## src/rtl/isa_pkg.sv

```systemverilog
// ISA definitions shared by the sequencer, the decoder, the ALU and the bench.
// Covers field positions, opcode and sub-opcode values, the ALU operation codes and the FSM states.
package isa_pkg;

    localparam int OPC_HI = 30;
    localparam int OPC_LO = 25;
    localparam int RT_HI  = 24;
    localparam int RT_LO  = 20;
    localparam int RA_HI  = 19;
    localparam int RA_LO  = 15;
    localparam int RB_HI  = 14;
    localparam int RB_LO  = 10;
    localparam int SUB_HI = 4;
    localparam int SUB_LO = 0;

    localparam logic [5:0] OPC_RR   = 6'b100000;
    localparam logic [5:0] OPC_ADDI = 6'b101000;
    localparam logic [5:0] OPC_ORI  = 6'b101100;
    localparam logic [5:0] OPC_XORI = 6'b101011;
    localparam logic [5:0] OPC_MOVI = 6'b100010;

    localparam logic [4:0] SUB_ADD   = 5'b00000;
    localparam logic [4:0] SUB_SUB   = 5'b00001;
    localparam logic [4:0] SUB_AND   = 5'b00010;
    localparam logic [4:0] SUB_XOR   = 5'b00011;
    localparam logic [4:0] SUB_OR    = 5'b00100;
    localparam logic [4:0] SUB_SLLI  = 5'b01000;
    localparam logic [4:0] SUB_ROTRI = 5'b01011;

    typedef enum logic [3:0] {
        ALU_ADD   = 4'd0,
        ALU_SUB   = 4'd1,
        ALU_AND   = 4'd2,
        ALU_OR    = 4'd3,
        ALU_XOR   = 4'd4,
        ALU_SLL   = 4'd5,
        ALU_ROTR  = 4'd6,
        ALU_PASSB = 4'd7
    } alu_op_e;

    typedef enum logic [1:0] {
        ST_IDLE   = 2'd0,
        ST_DECODE = 2'd1,
        ST_EXEC   = 2'd2,
        ST_WB     = 2'd3
    } state_e;

endpackage

```

## src/rtl/instr_decoder.sv

```systemverilog
// Combinational instruction decoder.
// Maps an instruction word to the ALU operation, the B-operand source, the extended immediate and a legal flag.
module instr_decoder
    import isa_pkg::*;
#(
    parameter int DATA_W = 32
) (
    input  logic [31:0]       ir,
    output alu_op_e           alu_op,
    output logic              alu_src_imm,
    output logic [DATA_W-1:0] imm,
    output logic              legal
);

    logic [5:0] opc;
    logic [4:0] sub;

    assign opc = ir[OPC_HI:OPC_LO];
    assign sub = ir[SUB_HI:SUB_LO];

    always_comb begin
        alu_op      = ALU_ADD;
        alu_src_imm = 1'b0;
        imm         = '0;
        legal       = 1'b0;
        // A set bit 31 marks the word undecodable whatever the opcode says.
        if (!ir[31]) begin
            case (opc)
                OPC_RR: begin
                    legal = 1'b1;
                    case (sub)
                        SUB_ADD: alu_op = ALU_ADD;
                        SUB_SUB: alu_op = ALU_SUB;
                        SUB_AND: alu_op = ALU_AND;
                        SUB_OR:  alu_op = ALU_OR;
                        SUB_XOR: alu_op = ALU_XOR;
                        SUB_SLLI: begin
                            alu_op      = ALU_SLL;
                            alu_src_imm = 1'b1;
                            imm         = {{(DATA_W-5){1'b0}}, ir[RB_HI:RB_LO]};
                        end
                        SUB_ROTRI: begin
                            alu_op      = ALU_ROTR;
                            alu_src_imm = 1'b1;
                            imm         = {{(DATA_W-5){1'b0}}, ir[RB_HI:RB_LO]};
                        end
                        default: legal = 1'b0;
                    endcase
                end
                OPC_ADDI: begin
                    legal       = 1'b1;
                    alu_op      = ALU_ADD;
                    alu_src_imm = 1'b1;
                    imm         = {{(DATA_W-15){ir[14]}}, ir[14:0]};
                end
                OPC_ORI: begin
                    legal       = 1'b1;
                    alu_op      = ALU_OR;
                    alu_src_imm = 1'b1;
                    imm         = {{(DATA_W-15){1'b0}}, ir[14:0]};
                end
                OPC_XORI: begin
                    legal       = 1'b1;
                    alu_op      = ALU_XOR;
                    alu_src_imm = 1'b1;
                    imm         = {{(DATA_W-15){1'b0}}, ir[14:0]};
                end
                OPC_MOVI: begin
                    legal       = 1'b1;
                    alu_op      = ALU_PASSB;
                    alu_src_imm = 1'b1;
                    imm         = {{(DATA_W-20){ir[19]}}, ir[19:0]};
                end
                default: legal = 1'b0;
            endcase
        end
    end

endmodule

```

## src/rtl/instr_sequencer.sv

```systemverilog
// Multi-cycle control unit: accepts one instruction per handshake and walks it through DECODE, EXEC and WB.
// Drives the register-file and ALU controls, and tracks overflow and retired instructions.
module instr_sequencer
    import isa_pkg::*;
#(
    parameter int DATA_W = 32,
    parameter int REG_AW = 5,
    parameter int CNT_W  = 16
) (
    input  logic              clk,
    input  logic              reset,
    input  logic              ir_valid,
    input  logic [31:0]       ir,
    output logic              ir_ready,
    input  logic              alu_overflow,
    output logic [REG_AW-1:0] rf_ra_addr,
    output logic [REG_AW-1:0] rf_rb_addr,
    output logic              rf_rd_en,
    output logic              rf_wr_en,
    output logic [REG_AW-1:0] rf_wr_addr,
    output logic [3:0]        alu_op,
    output logic              alu_src_imm,
    output logic [DATA_W-1:0] imm_out,
    output logic              busy,
    output logic              illegal_instr,
    output logic              ovf_sticky,
    output logic [CNT_W-1:0]  retired_cnt
);

    state_e            state_q, state_d;
    logic [31:0]       ir_p0;
    alu_op_e           dec_op;
    logic              dec_src_imm;
    logic [DATA_W-1:0] dec_imm;
    logic              dec_legal;
    logic              active;

    instr_decoder #(.DATA_W(DATA_W)) u_dec (
        .ir          (ir_p0),
        .alu_op      (dec_op),
        .alu_src_imm (dec_src_imm),
        .imm         (dec_imm),
        .legal       (dec_legal)
    );

    assign active = (state_q != ST_IDLE);

    always_ff @(posedge clk or posedge reset) begin
        if (reset) begin
            state_q     <= ST_IDLE;
            ir_p0       <= '0;
            ovf_sticky  <= 1'b0;
            retired_cnt <= '0;
        end else begin
            state_q <= state_d;
            if (ir_valid && state_q == ST_IDLE)
                ir_p0 <= ir;
            // Only the arithmetic ops can overflow; ADDI decodes to ALU_ADD.
            if (state_q == ST_EXEC && alu_overflow && (dec_op == ALU_ADD || dec_op == ALU_SUB))
                ovf_sticky <= 1'b1;
            if (state_q == ST_WB)
                retired_cnt <= retired_cnt + CNT_W'(1);
        end
    end

    always_comb begin
        state_d       = state_q;
        ir_ready      = 1'b0;
        busy          = active;
        rf_rd_en      = 1'b0;
        rf_wr_en      = 1'b0;
        illegal_instr = 1'b0;
        // Decoded fields are held through WB and forced to zero while idle.
        rf_ra_addr    = active ? REG_AW'(ir_p0[RA_HI:RA_LO]) : '0;
        rf_rb_addr    = active ? REG_AW'(ir_p0[RB_HI:RB_LO]) : '0;
        rf_wr_addr    = active ? REG_AW'(ir_p0[RT_HI:RT_LO]) : '0;
        alu_op        = active ? dec_op : '0;
        alu_src_imm   = active ? dec_src_imm : 1'b0;
        imm_out       = active ? dec_imm : '0;
        case (state_q)
            ST_IDLE: begin
                ir_ready = 1'b1;
                if (ir_valid)
                    state_d = ST_DECODE;
            end
            ST_DECODE: begin
                rf_rd_en      = dec_legal;
                illegal_instr = ~dec_legal;
                state_d       = dec_legal ? ST_EXEC : ST_IDLE;
            end
            ST_EXEC: state_d = ST_WB;
            ST_WB: begin
                rf_wr_en = 1'b1;
                state_d  = ST_IDLE;
            end
            default: state_d = ST_IDLE;
        endcase
    end

endmodule

```

## config.mk

```make
export PLATFORM = sky130hd
export DESIGN_NAME = instr_sequencer
export DESIGN_NICKNAME = d
export VERILOG_FILES = /design/src/rtl/isa_pkg.sv /design/src/rtl/instr_decoder.sv /design/src/rtl/instr_sequencer.sv
export SDC_FILE = /design/constraint.sdc
export NUM_CORES = 1
export LEC_CHECK = 0
export CAP_MARGIN = 10
export CORE_ASPECT_RATIO = 0.5
export CORE_MARGIN = 1.5
export CORE_UTILIZATION = 39
export DETAILED_ROUTE_END_ITERATION = 7
export PLACE_DENSITY = 0.76
export SYNTH_ARGS = -nofsm -noshare
export SYNTH_HDL_FRONTEND = slang
export SYNTH_SLANG_ARGS = --single-unit
```

## constraint.sdc

```tcl
create_clock -name clk -period 2.2 [get_ports clk]
set_input_delay 0.33 -clock clk [delete_from_list [all_inputs] [get_ports clk]]
set_output_delay 0.33 -clock clk [all_outputs]
set_load 0.05 [all_outputs]
```

==> impl_metrics.py, run 1 <==
metrics = {
    "timing": {
        "tightestPinTransition_ps": 521,
        "fin_crit_sh": 1.16,
        "drv_slew": 0,
        "max_freq_mhz": 393,
        "fin_crit_ps": 2540,
        "setup_violations": 38,
        "grt_setup_unrepaired": "yes",
        "worst_slack_ps": -341,
        "slew_headroom": 0.652,
        "hold_viol_final": 0,
        "skew_ps": 5.59,
    },
    "finish": {
        "drive_gt1_frac": 0.496,
        "fin_cells": 481,
        "multi_input_area_sq_mm": 0.00163,
        "area_growth_syn_to_layout_pct": 81.3,
        "regArea_sq_mm": 0.00128,
        "utilization": 0.738,
        "fin_nets": 425,
        "diodes": 0,
        "n_fill_cell": 427,
    },
    "synth": {
        "yosysUniqueCellTypes": 43,
        "synth_edf_count": 0,
        "synth_seq_cells": 51,
        "synth_area_per_cell_sq_um": 10.4,
        "syn_inst": 262,
        "syn-cell-area_sq_mm": 0.00274,
        "yosys.area.top_type": "dfrtp_1",
        "ys.flop_type": "dfrtp_1",
        "synth.area.top_cells": "dfrtp_1, mux2_2, xnor2_1",
        "async_flop_share": 1.00,
        "yosysSeqAreaShare": 0.466,
        "yosysTopAreaCellShare": 0.466,
        "synth_commonest_cells": "dfrtp_1, mux2_2, nor2_1, nor2b_1, nand2_1",
        "syn-num-nets": 299,
        "synth_warnings": 0,
        "yosysMostFrequentCell": "dfrtp_1",
    },
    "outcome": {
        "violations": "setup timing",
        "status": "complete, but fails checks",
    },
    "cts": {
        "cts_sinks": 51,
        "clkTransAtPathRegs_ps": 70,
        "numCtsBuffers": 5,
        "clock_latency_ps": 290,
        "cts_hold_buf": 0,
        "clock_path_buffers": 2,
        "htreeDepth": 2,
        "cts_tree": "yes",
        "cts-root-buf": "clkbuf_16",
    },
    "critical_path": {
        "cp-start-kind": "flip-flop",
        "crit_chain": "buf_6 > or3b_4 > a21oi_4 > o21a_1 > buf_12 > nor2_4 > nor3_4 > buf_12",
        "critical_path_arrival_ps": 2210,
        "critPathKind": "reg -> out",
        "critPathMaxFanout": 6,
        "required_ps": 1870,
        "end_kind": "output pin",
        "slowest_delay_ps": 410,
        "critical-path-slowest-cell": "dfrtp_1",
        "cpMostUsedCell": "buf_12",
    },
    "die": {
        "coreArea_sq_mm": 0.00673,
        "initial_core_util": 0.407,
        "die_w_microns": 121,
        "dieArea_sq_mm": 0.00756,
        "row_count": 21,
        "io_pins": 110,
        "die_h_microns": 62.2,
    },
    "grt": {
        "antenna_found_initial": 0,
        "grt_max_degree": 34,
        "grt_pass1_vias": 2652,
        "grt-ovfl-total": 0,
        "grt_pass1_wl_microns": 14000,
        "grtUsageTotal": 0.237,
    },
    "route": {
        "wl_per_cell_microns": 17.4,
        "drc": 0,
        "dr.first_iter.drc_count": 100,
        "vias": 2442,
        "wl_microns": 8390,
        "dr.pass1.iters": 4,
        "ant_nets": 0,
        "via_per_inst": 5.08,
    },
    "pwr": {
        "ir_drop_mv": 0.372,
        "powerDensity_mw_per_mm2": 729,
        "leakage_nw": 2.01,
    },
    "place": {
        "place_inst": 459,
        "gp_congestion": 0.887,
        "hpwlAfterDp_microns": 5850,
        "port_buffers": 108,
    },
    "job": {
        "maxCapViolations": 0,
    },
    "worst_hold_path": {
        "worstHoldPathType": "in -> async",
    },
}
==> cell usage in the layout, fill, tap and decap left out, drive strengths merged, types with 3 or more instances in the layout <==
cell | Yosys | routed
a211oi | 3 | 3
and4 | 4 | 4
clkdlybuf4s50 | 0 | 52
and2 | 11 | 11
inv | 4 | 5
nand4 | 4 | 4
nor2b | 17 | 17
dfrtp | 51 | 51
xor2 | 5 | 5
xnor2 | 14 | 14
nand3 | 7 | 7
buf | 16 | 91
nor2 | 19 | 19
a22oi | 5 | 5
nor3 | 6 | 6
clkbuf | 10 | 6
mux2 | 32 | 32
nand2 | 15 | 15
o21ai | 7 | 7
nand2b | 4 | 4
a21oi | 9 | 9
==> cell families (layout without fill, tap and decap cells) <==
| logic type | after synthesis | in the layout | share of synthesized area |
|---|---|---|---|
| and+or+nand+nor | 96 | 96 | 0.195 |
| muxes | 32 | 32 | 0.132 |
| DFF | 51 | 51 | 0.466 |
| buffers and inverters | 30 | 157 | 0.0622 |
| adders and majority gates | 1 | 1 | 0.00457 |
| other | 1 | 1 | 0.00137 |
| xor gates and xnor gates | 19 | 19 | 0.0608 |
| AOI/OAI and AO/OA | 32 | 32 | 0.0786 |
==> cell type report <==
class / count / share of cell area
Sequential cell: 51 / 0.258
Clock buffer: 6 / 0.0260
Multi-Input combinational cell: 181 / 0.329
Timing Repair Buffer: 145 / 0.358
Clock inverter: 2 / 0.00328
Tap cell: 92 / 0.0232
Inverter: 4 / 0.00303
==> path summary, 6_finish.rpt <==
path	slack, ps	from	to	cells after the start
max	-340	ir_p0[27]	alu_src_imm	8
min	370	reset	ir_p0[10]	2
max reg2reg	110	ir_p0[27]	ovf_sticky	6
min reg2reg	490	ovf_sticky	ovf_sticky	1
max in group asynchronous	1220	reset	ir_p0[28]	3
min in group clk	490	ovf_sticky	ovf_sticky	1
==> power breakdown <==
part / total [mW] / internal, mW / switching [mW]
clock: 0.779 / 0.427 / 0.352
sequential: 1.30 / 1.12 / 0.185
combinational: 1.53 / 0.671 / 0.862
==> sequential cells by signal, indices dropped and copies added, names as in the netlist, named ones only <==
signal and cells:
retired_cnt 16, state_q 1, ir_p0 32, ovf_sticky 1
==> stage by stage <==
stage / hold WS (ps) / area (sq um) / TNS [ps] / worst slack, ps / power (mW)
3_5_place_dp: 469 / 4490 / -763 / -65.1 / 2.65
4_1_cts: 384 / 4900 / -9060 / -308 / 3.57
3_3_place_gp: 463 / 4490 / -140 / -31.8 / 2.61
5_1_grt: 441 / 4960 / -11680 / -404 / 3.78
2_1_floorplan: 447 / 2960 / -6420 / -329 / 2.17
6_report: 365 / 4960 / -9300 / -341 / 3.62
==> critical path: cells and delay by family (launching register included) <==
kind                   cells  cell delay, ps
AOI/OAI and AO/OA          2             440
buffers and inverters      3             440
DFF                        1             410
and+or+nand+nor            3             630
==> metal layers <==
layer | GRT usage | part of all wire
met1 | 0.286 | 0.40
met2 | 0.417 | 0.52
met3 | 0.0561 | 0.053
met4 | 0.0735 | 0.026
met5 | 0 | 0
==> repair_timing <==
action | 4_1_cts | 5_1_grt
buffers inserted | 10 | 3
setup endpoints to repair | 38 | 39
gates resized for setup | 38 | 13
cloned | 2 | 0
pin swaps | 19 | 20
No activity file was read; power rests on OpenSTA's default activity.
==> run 2, diff against run 1 <==
--- a/config.mk
+++ b/config.mk
@@ -9,6 +9,7 @@
 export CORE_ASPECT_RATIO = 0.5
 export CORE_MARGIN = 1.5
 export CORE_UTILIZATION = 39
+export CTS_CLUSTER_SIZE = 30
 export DETAILED_ROUTE_END_ITERATION = 7
 export PLACE_DENSITY = 0.76
 export SYNTH_ARGS = -nofsm -noshare
==> results of run 2 <==
Same layout as run 1: the final DEF is identical, and so are final timing and power.
